**src/rtl/systolic_input_feeder.sv**
```systemverilog
// systolic_input_feeder
//
// Activation feeder for the weight-stationary systolic array. Incoming activation vectors are
// buffered in a small FIFO. A start (weights loaded) in IDLE streams exactly MATRIX_SIZE vectors
// into the array row inputs, skewed so that row i sees element i delayed by i cycles. Afterwards
// the skew pipeline drains and a one-cycle done pulse is raised.
//
// Ports:
//   clk            - clock, rising edge
//   reset          - asynchronous, active-high reset
//   general_enable - global enable; low freezes FSM, counters, pops and skew registers
//   start          - weights loaded; only acted on in IDLE
//   in_valid       - upstream vector valid
//   in_ready       - FIFO not full (combinational)
//   in_data        - input vector, element i at [i*DATA_SIZE +: DATA_SIZE]
//   row_data       - registered skewed element per row, same packing as in_data
//   row_valid      - per-row valid for row_data
//   busy           - high in STREAM, DRAIN and DONE
//   done           - high for the DONE cycle

module systolic_input_feeder #(
  parameter int unsigned MATRIX_SIZE = 2,
  parameter int unsigned DATA_SIZE   = 32,
  parameter int unsigned FIFO_DEPTH  = 4
) (
  input  logic                             clk,
  input  logic                             reset,
  input  logic                             general_enable,
  input  logic                             start,
  input  logic                             in_valid,
  output logic                             in_ready,
  input  logic [MATRIX_SIZE*DATA_SIZE-1:0] in_data,
  output logic [MATRIX_SIZE*DATA_SIZE-1:0] row_data,
  output logic [MATRIX_SIZE-1:0]           row_valid,
  output logic                             busy,
  output logic                             done
);

  localparam int unsigned VecW  = MATRIX_SIZE * DATA_SIZE;
  localparam int unsigned AddrW = (FIFO_DEPTH > 1) ? $clog2(FIFO_DEPTH) : 1;
  localparam int unsigned PtrW  = AddrW + 1;
  localparam int unsigned CntW  = $clog2(MATRIX_SIZE + 1);
  localparam logic [CntW-1:0] MatCnt = CntW'(MATRIX_SIZE);
  localparam logic [CntW-1:0] OneCnt = CntW'(1);

  typedef enum logic [1:0] {StIdle, StStream, StDrain, StDone} state_e;

  state_e          state_q, state_d;
  logic [CntW-1:0] pop_count_q, pop_count_d;
  logic [CntW-1:0] drain_cnt_q, drain_cnt_d;
  logic [PtrW-1:0] wr_ptr_q, wr_ptr_d;
  logic [PtrW-1:0] rd_ptr_q, rd_ptr_d;
  logic [VecW-1:0] mem_q [FIFO_DEPTH];

  logic            full, empty, push, pop;
  logic [VecW-1:0] pop_data;

  // Extra pointer MSB distinguishes full from empty when the low bits match.
  assign full     = (wr_ptr_q[PtrW-1] != rd_ptr_q[PtrW-1]) &&
                    (wr_ptr_q[AddrW-1:0] == rd_ptr_q[AddrW-1:0]);
  assign empty    = (wr_ptr_q == rd_ptr_q);
  assign in_ready = ~full;
  // Pushes ignore general_enable so upstream can keep filling during a freeze.
  assign push     = in_valid && !full;
  assign pop      = (state_q == StStream) && general_enable && !empty && (pop_count_q < MatCnt);
  assign pop_data = mem_q[rd_ptr_q[AddrW-1:0]];

  assign wr_ptr_d = wr_ptr_q + {{(PtrW-1){1'b0}}, push};
  assign rd_ptr_d = rd_ptr_q + {{(PtrW-1){1'b0}}, pop};

  // Storage is not reset; clearing the pointers discards the contents.
  always_ff @(posedge clk) begin
    if (push) begin
      mem_q[wr_ptr_q[AddrW-1:0]] <= in_data;
    end
  end

  always_comb begin
    state_d     = state_q;
    pop_count_d = pop_count_q;
    drain_cnt_d = drain_cnt_q;
    if (general_enable) begin
      unique case (state_q)
        StIdle: begin
          if (start) begin
            state_d     = StStream;
            pop_count_d = '0;
          end
        end
        StStream: begin
          if (pop) begin
            pop_count_d = pop_count_q + OneCnt;
            if (pop_count_q == MatCnt - OneCnt) begin
              state_d     = StDrain;
              drain_cnt_d = MatCnt;
            end
          end
        end
        StDrain: begin
          drain_cnt_d = drain_cnt_q - OneCnt;
          if (drain_cnt_q == OneCnt) begin
            state_d = StDone;
          end
        end
        StDone:  state_d = StIdle;
        default: state_d = StIdle;
      endcase
    end
  end

  always_ff @(posedge clk or posedge reset) begin
    if (reset) begin
      state_q     <= StIdle;
      pop_count_q <= '0;
      drain_cnt_q <= '0;
      wr_ptr_q    <= '0;
      rd_ptr_q    <= '0;
    end else begin
      state_q     <= state_d;
      pop_count_q <= pop_count_d;
      drain_cnt_q <= drain_cnt_d;
      wr_ptr_q    <= wr_ptr_d;
      rd_ptr_q    <= rd_ptr_d;
    end
  end

  assign busy = (state_q != StIdle);
  assign done = (state_q == StDone);

  // Row i carries {valid, data} through i+1 registers: an i-deep skew chain plus the output
  // register. Non-pop cycles inject a zero bubble so stalls keep the same skew on every row.
  for (genvar i = 0; i < MATRIX_SIZE; i++) begin : g_row
    logic [DATA_SIZE:0]   sk_q [i+1];
    logic [DATA_SIZE:0]   sk_d [i+1];
    logic [DATA_SIZE-1:0] elem;

    always_comb begin
      elem     = pop ? pop_data[i*DATA_SIZE +: DATA_SIZE] : '0;
      sk_d[0]  = {pop, elem};
      for (int k = 1; k <= i; k++) begin
        sk_d[k] = sk_q[k-1];
      end
    end

    always_ff @(posedge clk or posedge reset) begin
      if (reset) begin
        for (int k = 0; k <= i; k++) begin
          sk_q[k] <= '0;
        end
      end else if (general_enable) begin
        for (int k = 0; k <= i; k++) begin
          sk_q[k] <= sk_d[k];
        end
      end
    end

    assign row_valid[i]                         = sk_q[i][DATA_SIZE];
    assign row_data[i*DATA_SIZE +: DATA_SIZE] = sk_q[i][DATA_SIZE-1:0];
  end

endmodule

```
**config.mk**
```make
export PLATFORM = sky130hd
export DESIGN_NAME = systolic_input_feeder
export DESIGN_NICKNAME = d
export VERILOG_FILES = /design/src/rtl/systolic_input_feeder.sv
export SDC_FILE = /design/constraint.sdc
export NUM_CORES = 1
export LEC_CHECK = 0
export ABC_AREA = 1
export CAP_MARGIN = 5
export CELL_PAD_IN_SITES_DETAIL_PLACEMENT = 2
export CELL_PAD_IN_SITES_GLOBAL_PLACEMENT = 2
export CORE_ASPECT_RATIO = 1.1
export CORE_MARGIN = 2
export CORE_UTILIZATION = 42
export CTS_BUF_LIST = sky130_fd_sc_hd__clkbuf_4 sky130_fd_sc_hd__clkbuf_8
export DETAILED_ROUTE_END_ITERATION = 6
export PLACE_DENSITY = 0.86
export SYNTH_ARGS = -nofsm -noshare
export SYNTH_HDL_FRONTEND = slang
export SYNTH_SLANG_ARGS = --single-unit
```
**constraint.sdc**
```tcl
create_clock -name clk -period 11.3 [get_ports clk]
set_clock_uncertainty 0.05 [all_clocks]
set_input_delay 2.26 -clock clk [delete_from_list [all_inputs] [get_ports clk]]
set_output_delay 2.26 -clock clk [all_outputs]
set_load 0.02 [all_outputs]
```
==> impl_metrics.ini, run 1 <==
[status]
status = finished clean

[yosys]
synth-seq-cells = 366
synth_fp_nets = 1174
ys_types = 22
yosysSeqAreaShare_pct = 75.64
syn_avg_cell_area_um2 = 12.62
synth_cells = 1094
syn_area_mm2 = 0.01380
ys_warn_count = 0

[cts]
cts_hold_buf = 0
htreeDepth = 2
clk_path_buf_depth = 3
cts-root-buf = clkbuf_8
clk_pin_slew_ps = 60
postCtsSetupBuffers = 0
clock_latency_ps = 630
numCtsBuffers = 57
cts-resized-gates = 0
clock-sinks = 366
cts_tree = yes

[setup_path]
crit_family = buffers and inverters
critPathArrivalTime_ps = 2910
worstSetupEndpointType = output pin
path_cells = buf_4 > inv_2 > nand2_1 > nand2_1 > nand4_1 > clkdlybuf4s50_1
cpMostUsedCell = nand2_1
cpMaxStageDelayCell = dfrtp_2
max_stage_delay_ps = 660
cp_num_buf_inv = 3
critPathLaunchType = flip-flop
worstSetupPathType = flip-flop to output pin
required_ps = 8990
cp_max_fo = 43

[global_route]
grt_use_met2_pct = 44.11
grt.busiest_layer = met2
grt_pass1_wl_um = 63790
grt_antenna_before_repair = 2
grt_overflow = 0
grt_pass1_vias = 10630
grt_usage_pct = 24.48
grtUsageMet1_pct = 29.96
grt_max_degree = 100
use_met3_pct = 4.176

[detailed_routing]
drtAntennaViolNets = 0
drt_iter0_markers = 525
wl_per_cell_um = 23.96
firstDrtPassIters = 4
vias = 9269
drc = 0
via_per_inst = 5.402
wl_um = 41120

[floorplan]
core-area_mm2 = 0.03237
dieArea_mm2 = 0.03433
die_h_um = 194.1
num_rows = 69
die-width_um = 176.8
start_util_pct = 42.63
io_pins = 138

[power]
power_density_mw_per_mm2 = 280.9
switching_share_pct = 36.52
intPower_mw = 2.993
peakVddDrop_mv = 0.1474
clockPowerShare_pct = 25.9
p_switching_mw = 1.722
p_comb_share_pct = 31.1
p_leak_nw = 6.322
seqPwrFrac_pct = 43.0

[sta]
rsz0062_at_grt = false
tightest_slew_ps = 1028
min_period_ps = 5223
relSlewSlack_pct = 31.48
setup_viol = 0
max_freq_mhz = 191.5
finalMaxSlewViolations = 0
finalSetupTns_ps = 0
min_period_over_period_pct = 46.22
hold_viol_final = 0

[cells_and_area]
final_util_pct = 51.85
diodes = 0
nets = 1321
syn_to_final_growth_pct = 21.62
drive_above_1_share_pct = 10.54

[placement]
buffer_ports.inserted = 137
dp_hpwl_um = 23110
place.gp.congestion = 0.7170

[flow_run]
maxCapViolations = 0

[hold_path]
hold_path.class = flip-flop to flip-flop
==> worst paths after layout <==
kind | startpoint | endpoint | slack, ps | cells after the start
setup reg to reg | rd_ptr_q[1] | rd_ptr_q[2] | 8030 | 11
hold / removal | drain_cnt_q[1] | drain_cnt_q[1] | 440 | 2
min in group asynchronous | reset | row_data[62] | 2000 | 2
max in group asynchronous | reset | g_row[0].sk_q[6] | 7890 | 3
setup / recovery | rd_ptr_q[1] | in_ready | 6080 | 6
hold reg to reg | drain_cnt_q[1] | drain_cnt_q[1] | 440 | 2
==> cell usage after synthesis <==
master      n  area share [%]
nand3_2     1           0.073
nor3_1      5            0.18
or2_2       3            0.14
nand2_2     1           0.045
o21ai_1    24            0.87
nand2_1   189             5.1
nand3_1     6            0.22
buf_2      14            0.51
buf_4       5            0.27
o21ai_0   173             6.3
nand4_1     1           0.045
dfrtp_1   110              20
edfxtp_1  256              56
nor2_1    133             3.6
ha_1       11             1.0
clkbuf_1   37             1.0
inv_1      48             1.3
clkbuf_2    2           0.073
xor2_1      2            0.13
o22ai_1    64             2.9
buf_6       6            0.49
inv_2       3           0.082
==> sequential cells by signal, summed over array words and instances (netlist names), 3 cells and up <==
register	cells
g_row.sk_d	32
g_row.sk_q	33
mem_q	256
rd_ptr_q	3
row_data	32
wr_ptr_q	3
==> layout make-up <==
cell class,count,area (um2)
multi-input cells,613,2867
inverters,51,200.2
clock buffers,98,1186
flip-flops and latches,366,10450
fillers,3146,15590
well taps,426,533.0
repair buffers,152,1479
clock inverters,10,76.32
==> per-stage QoR <==
| step | std cells | cell area, um2 | hold WS, ps | setup slack (ps) | power, mW |
|---|---|---|---|---|---|
| 2_1_floorplan | 1094 | 13800 | 391.9 | 3959 | 2.872 |
| 3_3_place_gp | 1608 | 15520 | 405.3 | 6543 | 3.356 |
| 3_5_place_dp | 1608 | 15520 | 424.2 | 6392 | 3.494 |
| 4_1_cts | 1716 | 16790 | 441.4 | 6046 | 4.767 |
| 5_1_grt | 1716 | 16790 | 465.7 | 5941 | 4.976 |
| 6_report | 1716 | 16790 | 436.5 | 6077 | 4.716 |
==> cells in the final DEF (no fill, tap or decap), types with 2 or more instances in the layout <==
| cell type | instances |
|---|---|
| clkbuf_8 | 72 |
| buf_4 | 15 |
| dfrtp_1 | 108 |
| inv_6 | 2 |
| inv_2 | 2 |
| edfxtp_1 | 256 |
| ha_1 | 11 |
| xor2_1 | 2 |
| inv_1 | 46 |
| o21ai_0 | 173 |
| clkinv_1 | 4 |
| clkdlybuf4s50_1 | 136 |
| o21ai_1 | 24 |
| clkinv_2 | 4 |
| nand3_1 | 6 |
| o22ai_1 | 64 |
| nor2_1 | 133 |
| or2_2 | 3 |
| nand2_1 | 189 |
| clkbuf_4 | 26 |
| nor3_2 | 4 |
==> power groups by stage <==
stage | Clock [mW] | Combinational, mW | Sequential, mW
6_report | 1.22 | 1.47 | 2.03
3_5_place_dp | 0 | 1.45 | 2.05
3_3_place_gp | 0 | 1.34 | 2.01
2_1_floorplan | 0 | 0.757 | 2.12
5_1_grt | 1.29 | 1.62 | 2.06
4_1_cts | 1.24 | 1.49 | 2.04
==> per-layer routing <==
layer	routed length, um	part of all wire, %	up-vias
met4	1000	2.4	4
met2	21670	53	237
li1	-	-	4138
met1	16620	40	4803
met3	1791	4.4	87
met5	32	0.078	-
==> cell families (layout without fill, tap and decap cells) <==
group	after synthesis	after routing	synth area share [%]
buf+inv	115	311	3.735
flops	366	366	75.64
simple gates	339	339	9.455
xor+xnor	2	2	0.1269
compound gates	261	261	10.04
fa+ha+maj	11	11	0.9972
==> worst register-to-register path, stage by stage (launching register included) <==
cell	delay (ps)
dfrtp_2	660
buf_4	550
inv_2	90
nand2_1	100
nand2_1	100
nand3_2	140
nand2_2	110
inv_2	70
buf_4	660
ha_1	350
ha_1	160
xor2_1	150
(Power assumes the default switching activity.)
==> run 2: changes to the inputs <==
--- a/config.mk
+++ b/config.mk
@@ -11,10 +11,10 @@
 export CELL_PAD_IN_SITES_GLOBAL_PLACEMENT = 2
 export CORE_ASPECT_RATIO = 1.1
 export CORE_MARGIN = 2
-export CORE_UTILIZATION = 42
+export CORE_UTILIZATION = 37
 export CTS_BUF_LIST = sky130_fd_sc_hd__clkbuf_4 sky130_fd_sc_hd__clkbuf_8
 export DETAILED_ROUTE_END_ITERATION = 6
-export PLACE_DENSITY = 0.86
+export PLACE_DENSITY = 0.81
 export SYNTH_ARGS = -nofsm -noshare
 export SYNTH_HDL_FRONTEND = slang
 export SYNTH_SLANG_ARGS = --single-unit
==> constraint.sdc (replaced) <==
create_clock -name clk -period 4.4 [get_ports clk]
set_clock_uncertainty 0.05 [all_clocks]
set_input_delay 0.88 -clock clk [delete_from_list [all_inputs] [get_ports clk]]
set_output_delay 0.88 -clock clk [all_outputs]
set_load 0.02 [all_outputs]
==> run 2 against run 1 <==
Via count down 1.4%. Global-route usage decreased by 4.0 points. Clock power up 150%. Core utilization decreased by 6.2 points. Sequential power rose to 2.6 times the previous value. Worst hold slack lost 5.5 ps.
==> impl_metrics.ini, run 2 (same netlist as run 1, synthesis figures left out) <==
[detailed_routing]
drt_iter0_markers = 448
firstDrtPassIters = 4
vias = 9141
drc = 0
wl_um = 39460
via_per_inst = 5.092
drtAntennaViolNets = 0
wl_per_cell_um = 21.98

[sta]
hold_viol_final = 0
setup_viol = 0
rsz0062_at_grt = false
min_period_ps = 3821
max_freq_mhz = 261.7
min_period_over_period_pct = 86.84
relSlewSlack_pct = 26.73
finalMaxSlewViolations = 0
layout_setup_ws_ps = 579.1
tightest_slew_ps = 1099

[cells_and_area]
final_util_pct = 45.66
fin_area_mm2 = 0.01687
final.fill_count = 3640
final_common_cell = edfxtp_1
nets = 1325
syn_to_final_growth_pct = 22.21
mostFrequentLayoutCells = edfxtp_1 (256), nand2_1 (189), o21ai_0 (173)
largest_reg_flops = 256
drive_above_1_share_pct = 9.946

[setup_path]
cpMaxStageDelayCell = dfrtp_4
worstSetupPathType = flip-flop to output pin
path_cells = inv_4 > nand2_1 > nand2_1 > nand4_1 > clkdlybuf4s50_1
critPathLaunchType = flip-flop
critPathArrivalTime_ps = 2890
worstSetupEndpointType = output pin
cp.depth = 5
rrSetupSlack_ps = 1320
crit_family = buffers and inverters
cp_num_buf_inv = 2
cp_max_fo = 60
cpMostUsedCell = nand2_1
max_stage_delay_ps = 820
required_ps = 3470
ff2ff_path_depth = 7

[global_route]
grt_antenna_before_repair = 5
grt_max_degree = 100
grt_pass1_vias = 10450
grt_usage_pct = 20.51
grt_pass1_wl_um = 61000
grt_overflow = 0

[cts]
cts_tree = yes
clock_latency_ps = 620
clk_path_buf_depth = 3
clock-sinks = 366
clk_pin_slew_ps = 60
cts_hold_buf = 0
cts-resized-gates = 0
postCtsSetupBuffers = 0
cts-root-buf = clkbuf_8
htreeDepth = 2
numCtsBuffers = 60

[placement]
dp_hpwl_um = 24050
place.gp.congestion = 0.7078
buffer_ports.inserted = 137
placed_cell_area_mm2 = 0.01562
dp_slack_ps = 1141

[floorplan]
dieArea_mm2 = 0.03887
die-width_um = 188.2
core-area_mm2 = 0.03694
start_util_pct = 37.36
io_pins = 138
num_rows = 74
die_h_um = 206.6

[status]
status = finished clean

[flow_run]
maxCapViolations = 0

[power]
p_leak_nw = 6.308
peakVddDrop_mv = 0.3037
fin_total_pwr_mw = 11.94
power_density_mw_per_mm2 = 707.8

[hold_path]
hold_path.class = flip-flop to flip-flop
hold_depth = 2
run 2: cell count changes in the layout (fill, tap and decap cells not counted), sizes merged:
cell / before / now
buf: 16 / 17
bufinv: 1 / 2
clkbuf: 98 / 84
clkinv: 8 / 26
diode: 0 / 4
inv: 51 / 52
run 2: metal layers:
metal | wire [um] | global-route usage [%]
met2 | 20640 | 37.69
met5 | 13 | 0
met4 | 997 | 7.593
met1 | 16180 | 23.99
met3 | 1628 | 3.787
run 2: worst paths after layout:
kind                                 from                 to
setup / recovery              rd_ptr_q[0]           in_ready
setup reg to reg              rd_ptr_q[0]       mem_q[1][58]
hold reg to reg            drain_cnt_q[1]     drain_cnt_q[1]
hold / removal             drain_cnt_q[1]     drain_cnt_q[1]
max in group asynchronous           reset  g_row[0].sk_q[29]
min in group asynchronous           reset       row_data[51]
run 2: stage by stage:
step,cells,TNS [ps],hold WS (ps)
global route,1794,0,463.6
detailed placement,1677,0,422.4
floorplan,1094,-426690,391.9
global placement,1677,0,409.9
CTS,1791,0,436.1
finish,1795,0,431.0
run 2: cell type report:
class / count / area, um2 / area share [%]
Sequential cell: 366 / 10450 / 61.92
Antenna cell: 4 / 10.01 / 0.05934
Clock buffer: 84 / 1056 / 6.261
Clock inverter: 30 / 183.9 / 1.090
Multi-Input combinational cell: 613 / 2867 / 16.99
Inverter: 51 / 201.4 / 1.194
Tap cell: 494 / 618.1 / 3.664
Timing Repair Buffer: 153 / 1486 / 8.812
run 2: power breakdown:
group / internal (mW) / leakage (nW) / switching [mW] / total (mW)
clock network: 1.67 / 0.655 / 1.37 / 3.03
registers: 4.71 / 3.82 / 0.491 / 5.20
logic: 1.23 / 1.84 / 2.48 / 3.70
total: 7.61 / 6.31 / 4.33 / 11.9
run 2: worst register-to-register path, delay by kind of cell (launching register included):
family,cells,cell delay [ps]
simple gates,5,880
flops,1,820
buf+inv,2,940
